===== src/rtl/reaction_ctrl.sv =====
// Reaction-time game sequencer: random LFSR-seeded wait, stimulus LED, ms reaction timer.
// Optional REACTION_BEST_EN adds a best_ms output holding the best non-timeout result since reset.
module reaction_ctrl #(
   parameter int unsigned CNT_W        = 14,
   parameter int unsigned MIN_DELAY_MS = 1000,
   parameter int unsigned DELAY_SHIFT  = 4,
   parameter int unsigned MAX_MS       = 9999
) (
   input  logic             clk,
   input  logic             res,
   input  logic             start,
   input  logic             react,
   input  logic             tick_1ms,
   input  logic [7:0]       lfsr_val,
   output logic             lfsr_stop,
   output logic             lfsr_res,
   output logic             led,
   output logic [CNT_W-1:0] time_ms,
   output logic             done,
   output logic             foul,
   output logic             timeout,
   output logic             busy
`ifdef REACTION_BEST_EN
   ,
   output logic [CNT_W-1:0] best_ms
`endif
);

   typedef enum logic [2:0] {
      IDLE = 3'd0,
      SEED = 3'd1,
      LOAD = 3'd2,
      WAIT = 3'd3,
      GO   = 3'd4,
      DONE = 3'd5,
      FOUL = 3'd6
   } state_t;

   state_t           state, state_nx;
   logic [CNT_W-1:0] delay, delay_nx;
   logic [CNT_W-1:0] time_nx;
   logic             timeout_nx;

   // State register
   always_ff @(posedge clk or negedge res) begin
      if (!res) state <= IDLE;
      else      state <= state_nx;
   end

   // Next-state and datapath next values
   always_comb begin
      state_nx   = state;
      delay_nx   = delay;
      time_nx    = time_ms;
      timeout_nx = timeout;
      case (state)
         IDLE, DONE, FOUL: begin
            if (start) begin
               state_nx   = SEED;
               time_nx    = '0;
               timeout_nx = 1'b0;
            end
         end
         SEED: state_nx = LOAD;
         LOAD: begin
            delay_nx = CNT_W'(MIN_DELAY_MS) + (CNT_W'(lfsr_val) << DELAY_SHIFT);
            state_nx = WAIT;
         end
         WAIT: begin
            if (react) begin
               state_nx = FOUL;
            end else if (tick_1ms) begin
               delay_nx = delay - CNT_W'(1);
               if (delay == CNT_W'(1)) state_nx = GO;
            end
         end
         GO: begin
            // react freezes the count, even against a same-cycle tick
            if (react) begin
               state_nx = DONE;
            end else if (tick_1ms) begin
               if (time_ms == CNT_W'(MAX_MS - 1)) begin
                  time_nx    = CNT_W'(MAX_MS);
                  timeout_nx = 1'b1;
                  state_nx   = DONE;
               end else begin
                  time_nx = time_ms + CNT_W'(1);
               end
            end
         end
         default: state_nx = IDLE;
      endcase
   end

   // Registered datapath and state-decode outputs, decoded from the next state
   always_ff @(posedge clk or negedge res) begin
      if (!res) begin
         delay     <= '0;
         time_ms   <= '0;
         timeout   <= 1'b0;
         lfsr_res  <= 1'b1;
         lfsr_stop <= 1'b0;
         led       <= 1'b0;
         done      <= 1'b0;
         foul      <= 1'b0;
         busy      <= 1'b0;
      end else begin
         delay     <= delay_nx;
         time_ms   <= time_nx;
         timeout   <= timeout_nx;
         lfsr_res  <= 1'b0;
         lfsr_stop <= (state_nx == SEED);
         led       <= (state_nx == GO);
         done      <= (state_nx == DONE);
         foul      <= (state_nx == FOUL);
         busy      <= (state_nx == SEED) || (state_nx == LOAD) ||
                      (state_nx == WAIT) || (state_nx == GO);
      end
   end

`ifdef REACTION_BEST_EN
   // Best result tracks only clean (non-timeout) entries into DONE
   always_ff @(posedge clk or negedge res) begin
      if (!res) begin
         best_ms <= CNT_W'(MAX_MS);
      end else if (state == GO && state_nx == DONE && !timeout_nx && time_nx < best_ms) begin
         best_ms <= time_nx;
      end
   end
`endif

endmodule


===== config.mk =====
export PLATFORM = sky130hd
export DESIGN_NAME = reaction_ctrl
export DESIGN_NICKNAME = d
export VERILOG_FILES = /design/src/rtl/reaction_ctrl.sv
export SDC_FILE = /design/constraint.sdc
export NUM_CORES = 1
export LEC_CHECK = 0
export BUFFER_PORTS_ARGS = -buffer_cell sky130_fd_sc_hd__clkbuf_2
export CORE_MARGIN = 5
export CORE_UTILIZATION = 30
export DETAILED_ROUTE_END_ITERATION = 8
export SLEW_MARGIN = 20
export SYNTH_ARGS = -nofsm -noshare
export SYNTH_HDL_FRONTEND = slang
export SYNTH_SLANG_ARGS = --single-unit

===== constraint.sdc =====
create_clock -name clk -period 2.5 [get_ports clk]
set_clock_uncertainty 0.15 [all_clocks]
set_input_delay 0.125 -clock clk [delete_from_list [all_inputs] [get_ports clk]]
set_output_delay 0.125 -clock clk [all_outputs]
set_load 0.02 [all_outputs]

## Word level (Yosys, flattened, before mapping)

Index checks and enable logic that the tools add are counted.

| storage, ports and cells | value |
|---|---|
| register bits | 38 |
| input bits | 13 |
| output and inout bits | 21 |
| word-level logic and storage cells | 64 |

| cells by class | value |
|---|---|
| add/sub/neg operators | 3 |
| equality and inequality tests | 20 |
| mux-type cells | 21 |
| reduce and logical (&&, ||, !) cells | 10 |

Operator list:

| operator | count |
|---|---|
| $mux W14 | 6 |
| $pmux W14 S2 | 2 |
| $mux W3 | 7 |
| $eq A3 B3 Y1 const B | 6 |
| $pmux W3 S5 | 1 |
| $add A14 B1 Y14 const B | 1 |
| $eq A14 B1 Y1 const B | 1 |
| $eq A14 B14 Y1 const B | 1 |
| $sub A14 B1 Y14 const B | 1 |
| $add A10 B12 Y13 const A | 1 |
| $eq A3 B2 Y1 const B | 4 |
| $ne A2 B2 Y1 const B | 6 |
| $eq A3 B1 Y1 const B | 2 |
| $reduce_and A5 Y1 | 1 |
| $mux W1 | 4 |
| $reduce_and A4 Y1 | 1 |
| $reduce_bool A2 Y1 | 2 |
| $logic_not A3 Y1 | 1 |
| $logic_or A1 B1 Y1 | 3 |
| $reduce_and A3 Y1 | 1 |
| $reduce_or A3 Y1 | 1 |
| $pmux W1 S2 | 1 |

## Depth between registers and ports, before layout

Gate-level depths: netlist (run 1).

| depth | value |
|---|---|
| depth after elaboration | 9 |
| depth in mapped cells | 8 |
| mapped depth without buffers | 7 |

## Least setup slack after synthesis (run 1)

No wires, ideal clock.

| timing | value |
|---|---|
| kind | register -> register |
| start | register time_ms[0] |
| end | register time_ms[0] |
| setup time | 0.064 ns |
| arrival | 2.082 ns |
| required time | 2.286 ns |
| setup slack | 0.204 ns |
| cell stages (with the launch flop) | 8 |
| path buffers | 1 |
| period minus slack after synthesis | 2.296 ns |
| path through | dfrtp_1 inv_1 ha_1 or4b_1 or4_1 buf_2 a211oi_1 a21o_1 |

| on the way | value |
|---|---|
| cells in the longest elaborated chain, start to end | 5 |

RTL lines:

| what | RTL line | RTL |
|---|---|---|
| start, declared | 18 | `output logic [CNT_W-1:0] time_ms,` |
| start signal, assigned | 109 | `time_ms <= time_nx;` |
| $add A14 B1 Y14 / $eq A14 B14 Y1 (equally long branches) | 87, 82 |  |
| $mux W14 (*) | 82 | `if (time_ms == CNT_W'(MAX_MS - 1)) begin` |
| $mux W14 (*) | 81 | `end else if (tick_1ms) begin` |
| $mux W14 (*) | 79 | `if (react) begin` |
| $pmux W14 S2 (*) | 56 | `case (state)` |

Mark *: on every way between the ends. The rest lies on a longest branch, timed or not. The select of a mux whose other input is x is not followed.
A chain may end at the register's enable or synchronous reset.

## Worst setup path in the final report (run 1)

| timing | value |
|---|---|
| start | register time_ms[1] |
| end | register time_ms[0] |

| on the way | value |
|---|---|
| cells in the longest elaborated chain, start to end | 5 |

RTL lines:

| what | RTL line |
|---|---|
| $eq A14 B14 Y1 | 82 |
| $mux W14 | 82 |
| $mux W14 | 81 |
| $mux W14 | 79 |
| $pmux W14 S2 | 56 |

No other way between the ends. The select of a mux whose other input is x is not followed.

==> flow_metrics.py, run 1 <==
metrics = {
    "setup_path": {
        "worstPathMaxFanout": 6,
        "critPathRequiredTime_ps": 2590,
        "crit_path_cell_trace": "ha_1 > or4b_1 > or4_1 > a211oi_1 > a21o_1",
        "crit_type": "flip-flop to flip-flop",
        "crit_path_end_kind": "flip-flop",
        "reg2regPathDepth": 5,
        "cpMaxStageDelayCell": "or4_1",
        "worstSetupStartpointType": "flip-flop",
        "cp_slowest_stage_delay_ps": 550,
        "cp.arrival_ps": 2410,
    },
    "global_route": {
        "grt_overflow": 0,
        "grt_pass1_wl_mm": 9.58,
        "antenna_found_initial": 0,
        "grt_use_total_pct": 12.1,
        "grt_pass1_vias": 2008,
        "grt_max_degree": 39,
    },
    "floorplanning": {
        "rows": 32,
        "initial_utilization_pct": 30.3,
        "die_h_um": 97.7,
        "ios": 34,
        "core_um2": 7610,
        "die_area_um2": 9540,
        "die-width_um": 97.7,
    },
    "power_and_ir_drop": {
        "power_leakage_nw": 1.23,
        "power_density_nw_per_um2": 1030,
        "p_sw_share_pct": 40.8,
        "clock_power_share_pct": 22.0,
        "pwr-share-seq_pct": 34.3,
        "ir_drop_uv": 443,
        "power.switching_mw": 1.19,
        "combPwrFrac_pct": 43.7,
        "internal-power_mw": 1.73,
        "p_total_mw": 2.92,
    },
    "place": {
        "place_hpwl_mm": 4.10,
        "dp_cells": 402,
        "gp_congestion": 0.795,
        "io_buffers": 33,
    },
    "yosys": {
        "synth_cells": 263,
        "synth_top_cell_by_area": "dfrtp_1",
        "synth_edf_count": 0,
        "synth_area_um2": 2310,
        "yosys_warnings": 0,
        "avgSynthCellArea_um2": 8.77,
        "ys_top_cells_by_area": "dfrtp_1 (40%), nor2_1 (5.2%), o21ai_0 (4.8%)",
        "ys_ff_latch": 38,
        "async_flop_share_pct": 100,
        "synth_top_area_share_pct": 40.1,
        "synth_top_flop_cell": "dfrtp_1",
        "synth_fp_nets": 281,
        "synth_cell_type_count": 53,
        "yosysSeqAreaShare_pct": 41.3,
    },
    "cts": {
        "cts_buffers": 5,
        "htree_num_levels": 2,
        "root_buffer": "clkbuf_8",
        "clkLatencyLatePin_ps": 300,
        "clkTransAtPathRegs_ps": 80,
        "cts_buffer_depth": 2,
        "clock_sinks": 38,
        "cts_resized": 0,
        "cts_tree": "built",
        "post_cts_buffers": 0,
    },
    "detailed_routing": {
        "firstDrtPassIters": 4,
        "vias_per_cell": 5.14,
        "drt_iter0_drc": 69,
        "postRouteAntennaNets": 0,
        "drc": 0,
        "vias": 2118,
        "finalWirelength_mm": 5.63,
        "detail_route.wl_per_cell_um": 13.7,
    },
    "hold_path": {
        "worstHoldPathCells": 4,
        "hp-class": "input port to flip-flop",
    },
    "sta": {
        "min_period_ps": 2320,
        "fin_setup_tns_ps": 0,
        "hold_ws_ps": -0.228,
        "hold_viol_final": 1,
        "timing.final.crit_share_pct": 92.8,
        "max_freq_mhz": 431,
        "maxSlewHeadroom_pct": 57.8,
        "setup_violations": 0,
        "rsz0062_at_grt": "false",
        "slew_violations": 0,
        "tightestPinTransition_ps": 631,
    },
    "final_layout": {
        "mostFrequentLayoutCell": "dfrtp_1",
        "multi_input_area_um2": 1290,
        "n_antenna_cell": 0,
        "ff_latch_area_um2": 952,
        "fillers": 799,
        "fin_util_pct": 37.2,
        "drive_gt1_share_pct": 20.0,
        "layout.cells.non_filler": 412,
        "synthToLayoutAreaGrowth_pct": 22.6,
        "nets": 327,
        "most-common-layout-cells": "dfrtp_1 (37), clkbuf_2 (33), nor2_1 (32), o21ai_0 (22), nand2_1 (18)",
    },
    "run_status": {
        "violations": "hold timing",
        "outcome": "finished, violations left",
    },
    "flow_run": {
        "cap_viol_max_count": 0,
    },
}
-- final timing paths --
check                            start    endpoint  slack [ps]
hold reg to reg               delay[8]    delay[8]         380
hold / removal             lfsr_val[1]    delay[5]        -0.2
setup reg to reg            time_ms[1]  time_ms[0]         180
setup / recovery            time_ms[1]  time_ms[0]         180
max in group asynchronous          res    lfsr_res        1570
min in group asynchronous          res        foul         270
-- Yosys cell counts (2+ instances only) --
master / number
nand4_1: 5
xor2_1: 4
or3_1: 2
a211oi_1: 2
a21oi_1: 16
o21ai_0: 22
or4_1: 3
nor2_1: 32
nor4_1: 2
dfrtp_1: 37
nand3b_1: 3
clkbuf_1: 10
o21ai_1: 5
nand2_1: 18
xnor2_1: 3
ha_1: 5
and3b_1: 2
a21o_1: 3
nor3_1: 8
a31oi_1: 10
inv_1: 7
o31ai_1: 5
a2bb2oi_1: 2
o41ai_1: 2
nor4bb_1: 2
o22ai_1: 2
nand2b_1: 4
and2_1: 2
a22o_1: 3
nor3b_1: 6
o22a_1: 6
nand3_1: 9
-- cell families after synthesis --
family / after synthesis / share of synthesized area (%)
multiplexers: 1 / 0.434
adder cells (fa/ha/maj): 6 / 3.15
AND/OR/NAND/NOR: 107 / 25.6
other: 1 / 0.163
buffers and inverters: 18 / 2.98
XOR/XNOR: 7 / 2.66
flip-flops: 38 / 41.3
AO/OA/AOI/OAI: 85 / 23.8
-- state kept, by name (all words and copies together), names as in the netlist --
signal,cells
delay,14
time_ms,14
state,3
busy,1
done,1
foul,1
led,1
lfsr_res,1
lfsr_stop,1
timeout,1
-- critical path, delay by kind of cell, from the launching register on --
kind,cells,cell delay (ps)
adders and majority gates,1,170
AOI/OAI and AO/OA,2,400
and+or+nand+nor,2,1090
DFF,1,450
-- power by group through the flow --
stage                     registers (mW)  clock network [mW]  logic, mW
after floorplan                    0.999                   0      0.864
after global placement              1.01                   0       1.26
after detailed placement            1.01                   0       1.28
after CTS                           1.00               0.651       1.29
after global routing                1.03               0.678       1.44
final                               1.00               0.643       1.28
-- what timing repair did --
item / 4_1_cts / 5_1_grt
hold buffers: 2 / 0
endpoints found under the setup margin: 0 / 0
endpoints found under the hold margin: 38 / 0
-- layout make-up --
class,instances,area share (%)
clock buffers,5,2.43
clock inverters,3,2.43
inverters,7,0.929
multi-input cells,207,45.5
flip-flops and latches,38,33.7
well taps,102,4.51
repair buffers,50,10.5
-- through the flow --
step	hold slack, ps	cell area, µm²	setup slack [ps]
2_1_floorplan	-321	2310	204
3_3_place_gp	73.1	2670	249
3_5_place_dp	75.5	2670	206
4_1_cts	0.385	2830	165
5_1_grt	84.4	2830	4.71
6_report	-0.228	2830	179
-- metal layers --
| metal | routed length, µm | GRT usage, % |
|---|---|---|
| met2 | 2620 | 19.7 |
| met5 | 0 | 0 |
| met3 | 267 | 2.58 |
| met4 | 75 | 3.83 |
| met1 | 2670 | 15.9 |
No activity file was read; power rests on OpenSTA's default activity.
==> inputs of run 2 (changes only) <==
CELL_PAD_IN_SITES_DETAIL_PLACEMENT = 1   (was default)
CELL_PAD_IN_SITES_GLOBAL_PLACEMENT = 1   (was default)
PLACE_DENSITY_LB_ADDON = 0.1   (was default)
==> flow_metrics.py, run 2 (synthesis gave the netlist of run 1 again) <==
metrics = {
    "sta": {
        "slew_violations": 0,
        "setup_slack_ps": 174,
        "max_freq_mhz": 430,
        "setup_violations": 0,
        "fin_setup_tns_ps": 0,
        "hold_viol_final": 0,
        "maxSlewHeadroom_pct": 57.8,
        "min_period_ps": 2330,
        "tightestPinTransition_ps": 631,
        "timing.final.crit_share_pct": 93.0,
        "rsz0062_at_grt": "false",
    },
    "final_layout": {
        "synthToLayoutAreaGrowth_pct": 22.7,
        "fin_util_pct": 37.2,
        "multi_input_area_um2": 1290,
        "mostFrequentLayoutCell": "dfrtp_1",
        "nets": 333,
        "layout.cells.non_filler": 418,
        "fillers": 930,
        "drive_gt1_share_pct": 21.8,
        "top_regs": "delay (14), time_ms (14), state (3)",
        "ff_latch_area_um2": 953,
        "most-common-layout-cells": "dfrtp_1 (36), clkbuf_2 (33), nor2_1 (32), o21ai_0 (22), buf_4 (21)",
        "n_antenna_cell": 0,
    },
    "power_and_ir_drop": {
        "internal-power_mw": 1.56,
        "p_total_mw": 2.77,
        "ir_drop_uv": 293,
        "power_leakage_nw": 1.24,
        "combPwrFrac_pct": 47.5,
        "power_density_nw_per_um2": 978,
        "p_sw_share_pct": 43.5,
        "clock_power_share_pct": 16.1,
        "pwr-share-seq_pct": 36.4,
        "power.switching_mw": 1.21,
    },
    "floorplanning": {
        "initial_utilization_pct": 30.3,
        "die_area_um2": 9540,
        "die-width_um": 97.7,
        "core_um2": 7610,
        "ios": 34,
        "die_h_um": 97.7,
        "rows": 32,
    },
    "setup_path": {
        "crit_path_cell_trace": "inv_1 > ha_1 > or4b_4 > nor4_4 > a32o_1 > nor2_1 > nor4bb_1",
        "worstSetupStartpointType": "flip-flop",
        "crit_type": "flip-flop to flip-flop",
        "cpMaxStageDelayCell": "or4b_4",
        "crit_path_end_kind": "flip-flop",
        "cp_slowest_stage_delay_ps": 500,
        "crit_buf_inv": 1,
        "cp_top_family": "simple AND/OR/NAND/NOR gates",
        "worstPathMaxFanout": 4,
        "cp.arrival_ps": 2350,
        "critPathRequiredTime_ps": 2530,
    },
    "detailed_routing": {
        "finalWirelength_mm": 6.53,
        "vias_per_cell": 5.19,
        "firstDrtPassIters": 4,
        "postRouteAntennaNets": 0,
        "drc": 0,
        "detail_route.wl_per_cell_um": 15.6,
        "drt_iter0_drc": 40,
        "vias": 2171,
    },
    "global_route": {
        "grt_use_total_pct": 14.0,
        "antenna_found_initial": 0,
        "grt_overflow": 0,
        "grt_pass1_vias": 2276,
        "grt_pass1_wl_mm": 11.1,
        "grt_max_degree": 23,
    },
    "cts": {
        "cts_buffer_depth": 2,
        "clkLatencyLatePin_ps": 290,
        "clock_sinks": 38,
        "post_cts_buffers": 0,
        "clkTransAtPathRegs_ps": 80,
        "htree_num_levels": 2,
        "cts_buffers": 5,
        "cts_tree": "built",
        "root_buffer": "clkbuf_8",
    },
    "place": {
        "gp_congestion": 0.779,
        "dp_slack_ps": 157,
        "io_buffers": 33,
        "place_hpwl_mm": 4.98,
        "dp_cells": 408,
    },
    "hold_path": {
        "hp-class": "input port to flip-flop",
    },
    "flow_run": {
        "cap_viol_max_count": 0,
    },
    "run_status": {
        "outcome": "finished, final reports clean",
    },
}
-- run 2: metrics by stage --
step	area, µm²	hold slack [ps]
finish	2830	44.5
global route	2830	89.9
CTS	2830	54.1
detailed placement	2720	24.3
global placement	2720	21.1
floorplan	2310	-321
-- run 2: what timing repair did --
item	CTS	global route
setup endpoints to repair	0	1
hold buffers	2	0
resized for setup	0	2
endpoints found under the hold margin	20	0
-- run 2: final cells by class --
class	count	share of cell area (%)
flip-flops and latches	38	33.7
clock buffers	7	3.05
well taps	102	4.51
repair buffers	56	12.1
clock inverters	1	0.177
multi-input cells	207	45.6
inverters	7	0.928
-- run 2: worst paths after layout --
check | from | to | slack, ps | depth (start not counted)
setup / recovery | time_ms[0] | lfsr_stop | 170 | 7
hold / removal | lfsr_val[1] | delay[5] | 40 | 4
setup reg to reg | time_ms[0] | lfsr_stop | 170 | 7
hold reg to reg | timeout | timeout | 350 | 2
max in group asynchronous | res | time_ms[2] | 1380 | 3
min in group asynchronous | res | time_ms[5] | 230 | 2
-- run 2: tightest hold or removal path: stages --
cell	delay, ps
clkbuf_2	120
nand2_1	50
o21ai_0	60
o21ai_0	80
-- run 2: power groups by stage --
stage | registers (mW) | logic, mW | clock network, mW
2_1_floorplan | 0.999 | 0.864 | 0
4_1_cts | 1.01 | 1.34 | 0.468
6_report | 1.01 | 1.31 | 0.447
5_1_grt | 1.04 | 1.48 | 0.489
3_5_place_dp | 1.02 | 1.32 | 0
3_3_place_gp | 1.01 | 1.31 | 0
-- run 2: layer usage --
layer	up-vias	global-route usage (%)	wire, µm
li1	1086	-	-
met1	1042	17.9	3130
met5	-	0	0
met4	0	3.19	48
met3	5	2.73	243
met2	38	24.1	3110
==> inputs of run 3 (changes only) <==
clock period = 2.3 ns   (was 2.5 ns; I/O delays follow)
==> flow_metrics.py, run 3 (synthesis gave the netlist of run 1 again) <==
metrics = {
    "run_status": {
        "outcome": "finished, final reports clean",
    },
    "detailed_routing": {
        "drt_iter0_drc": 53,
        "finalWirelength_mm": 6.56,
        "firstDrtPassIters": 4,
        "detail_route.wl_per_cell_um": 15.3,
        "drc": 0,
        "postRouteAntennaNets": 0,
        "vias": 2235,
        "vias_per_cell": 5.22,
    },
    "floorplanning": {
        "die_h_um": 97.7,
        "die_area_um2": 9540,
        "rows": 32,
        "ios": 34,
        "die-width_um": 97.7,
        "initial_utilization_pct": 30.3,
        "core_um2": 7610,
    },
    "sta": {
        "maxSlewHeadroom_pct": 52.8,
        "fin_setup_tns_ps": 0,
        "timing.final.crit_share_pct": 95.7,
        "hold_viol_final": 0,
        "rsz0062_at_grt": "false",
        "hold_ws_ps": 17.1,
        "min_period_ps": 2200,
        "tightestPinTransition_ps": 705,
        "setup_violations": 0,
        "slew_violations": 0,
        "max_freq_mhz": 454,
    },
    "cts": {
        "clkLatencyLatePin_ps": 290,
        "clkTransAtPathRegs_ps": 80,
        "htree_num_levels": 2,
        "cts_tree": "built",
        "cts_buffers": 5,
        "root_buffer": "clkbuf_8",
        "clock_sinks": 38,
        "post_cts_buffers": 0,
        "cts_buffer_depth": 2,
    },
    "global_route": {
        "grt_max_degree": 39,
        "antenna_found_initial": 0,
        "grt_pass1_vias": 2340,
        "grt_use_total_pct": 14.5,
        "grt_overflow": 0,
        "grt_pass1_wl_mm": 11.5,
    },
    "final_layout": {
        "n_antenna_cell": 0,
        "fin_util_pct": 38.9,
        "drive_gt1_share_pct": 24.5,
        "mostFrequentLayoutCell": "dfrtp_1",
        "most-common-layout-cells": "dfrtp_1 (37), clkbuf_2 (33), nor2_1 (32), buf_4 (31), o21ai_0 (22)",
        "synthToLayoutAreaGrowth_pct": 28.2,
        "nets": 343,
        "final_area_um2": 2960,
        "top_regs": "delay (14), time_ms (14), state (3)",
    },
    "setup_path": {
        "worstSetupStartpointType": "flip-flop",
        "cp.arrival_ps": 2290,
        "crit_type": "flip-flop to flip-flop",
        "crit_path_end_kind": "flip-flop",
        "worstPathMaxFanout": 6,
        "critPathRequiredTime_ps": 2390,
    },
    "place": {
        "place_hpwl_mm": 5.04,
        "postPlaceCellArea_um2": 2790,
        "gp_congestion": 0.760,
        "io_buffers": 33,
    },
    "power_and_ir_drop": {
        "ir_drop_uv": 362,
        "p_sw_share_pct": 40.5,
        "power_leakage_nw": 1.32,
        "p_total_mw": 3.29,
        "pwr-share-seq_pct": 32.8,
        "power_density_nw_per_um2": 1110,
        "internal-power_mw": 1.95,
        "power.switching_mw": 1.33,
        "clock_power_share_pct": 21.7,
        "combPwrFrac_pct": 45.4,
    },
    "flow_run": {
        "cap_viol_max_count": 0,
    },
    "hold_path": {
        "hp-class": "input port to flip-flop",
    },
}
-- run 3: per-layer routing --
layer  part of all wire (%)  global-route usage, %  up-vias
li1                       -                      -     1103
met1                     46                   18.6     1092
met2                     50                   25.1       35
met3                    3.1                   2.73        5
met4                   0.81                   3.19        0
met5                      0                      0        -
-- run 3: cell type report --
type	instances	area, µm²
timing repair buffer	66	418
multi-input combinational	207	1290
fill	931	4650
clock inverter	2	60.1
clock buffer	6	82.6
inverter	7	26.3
tap	102	128
sequential	38	952
-- run 3: repair_timing --
action / 4_1_cts / 5_1_grt
endpoints found under the setup margin: 0 / 8
hold endpoints to repair: 38 / 0
resized for setup: 0 / 2
hold buffers: 2 / 0
-- run 3: power groups by stage --
stage                     combinational, mW  clock, mW  sequential (mW)
final                                  1.49      0.714             1.08
after global routing                   1.69      0.765             1.12
after detailed placement               1.50          0             1.09
after floorplan                       0.939          0             1.09
after CTS                              1.51      0.738             1.08
after global placement                 1.48          0             1.09
-- run 3: per-stage QoR --
stage	instances	setup WS, ps
after floorplan	263	3.61
after global placement	418	81.4
after detailed placement	418	41.8
after CTS	428	20.9
after global routing	428	2.74
final	428	98.8
-- run 3: critical path, cell delays in order, from the launching register on --
cell      delay [ps]
dfrtp_1          380
inv_1             60
ha_1             130
or4b_4           500
or4_1            540
a211oi_1         290
a21o_1           110
-- run 3: final timing paths --
check                            start  slack, ps         end  cells after the start
setup / recovery            time_ms[0]        100  time_ms[0]                      6
hold / removal             lfsr_val[1]         20    delay[5]                      4
setup reg to reg            time_ms[0]        100  time_ms[0]                      6
hold reg to reg                timeout        350     timeout                      2
max in group asynchronous          res       1360    lfsr_res                      3
min in group asynchronous          res        270        done                      3
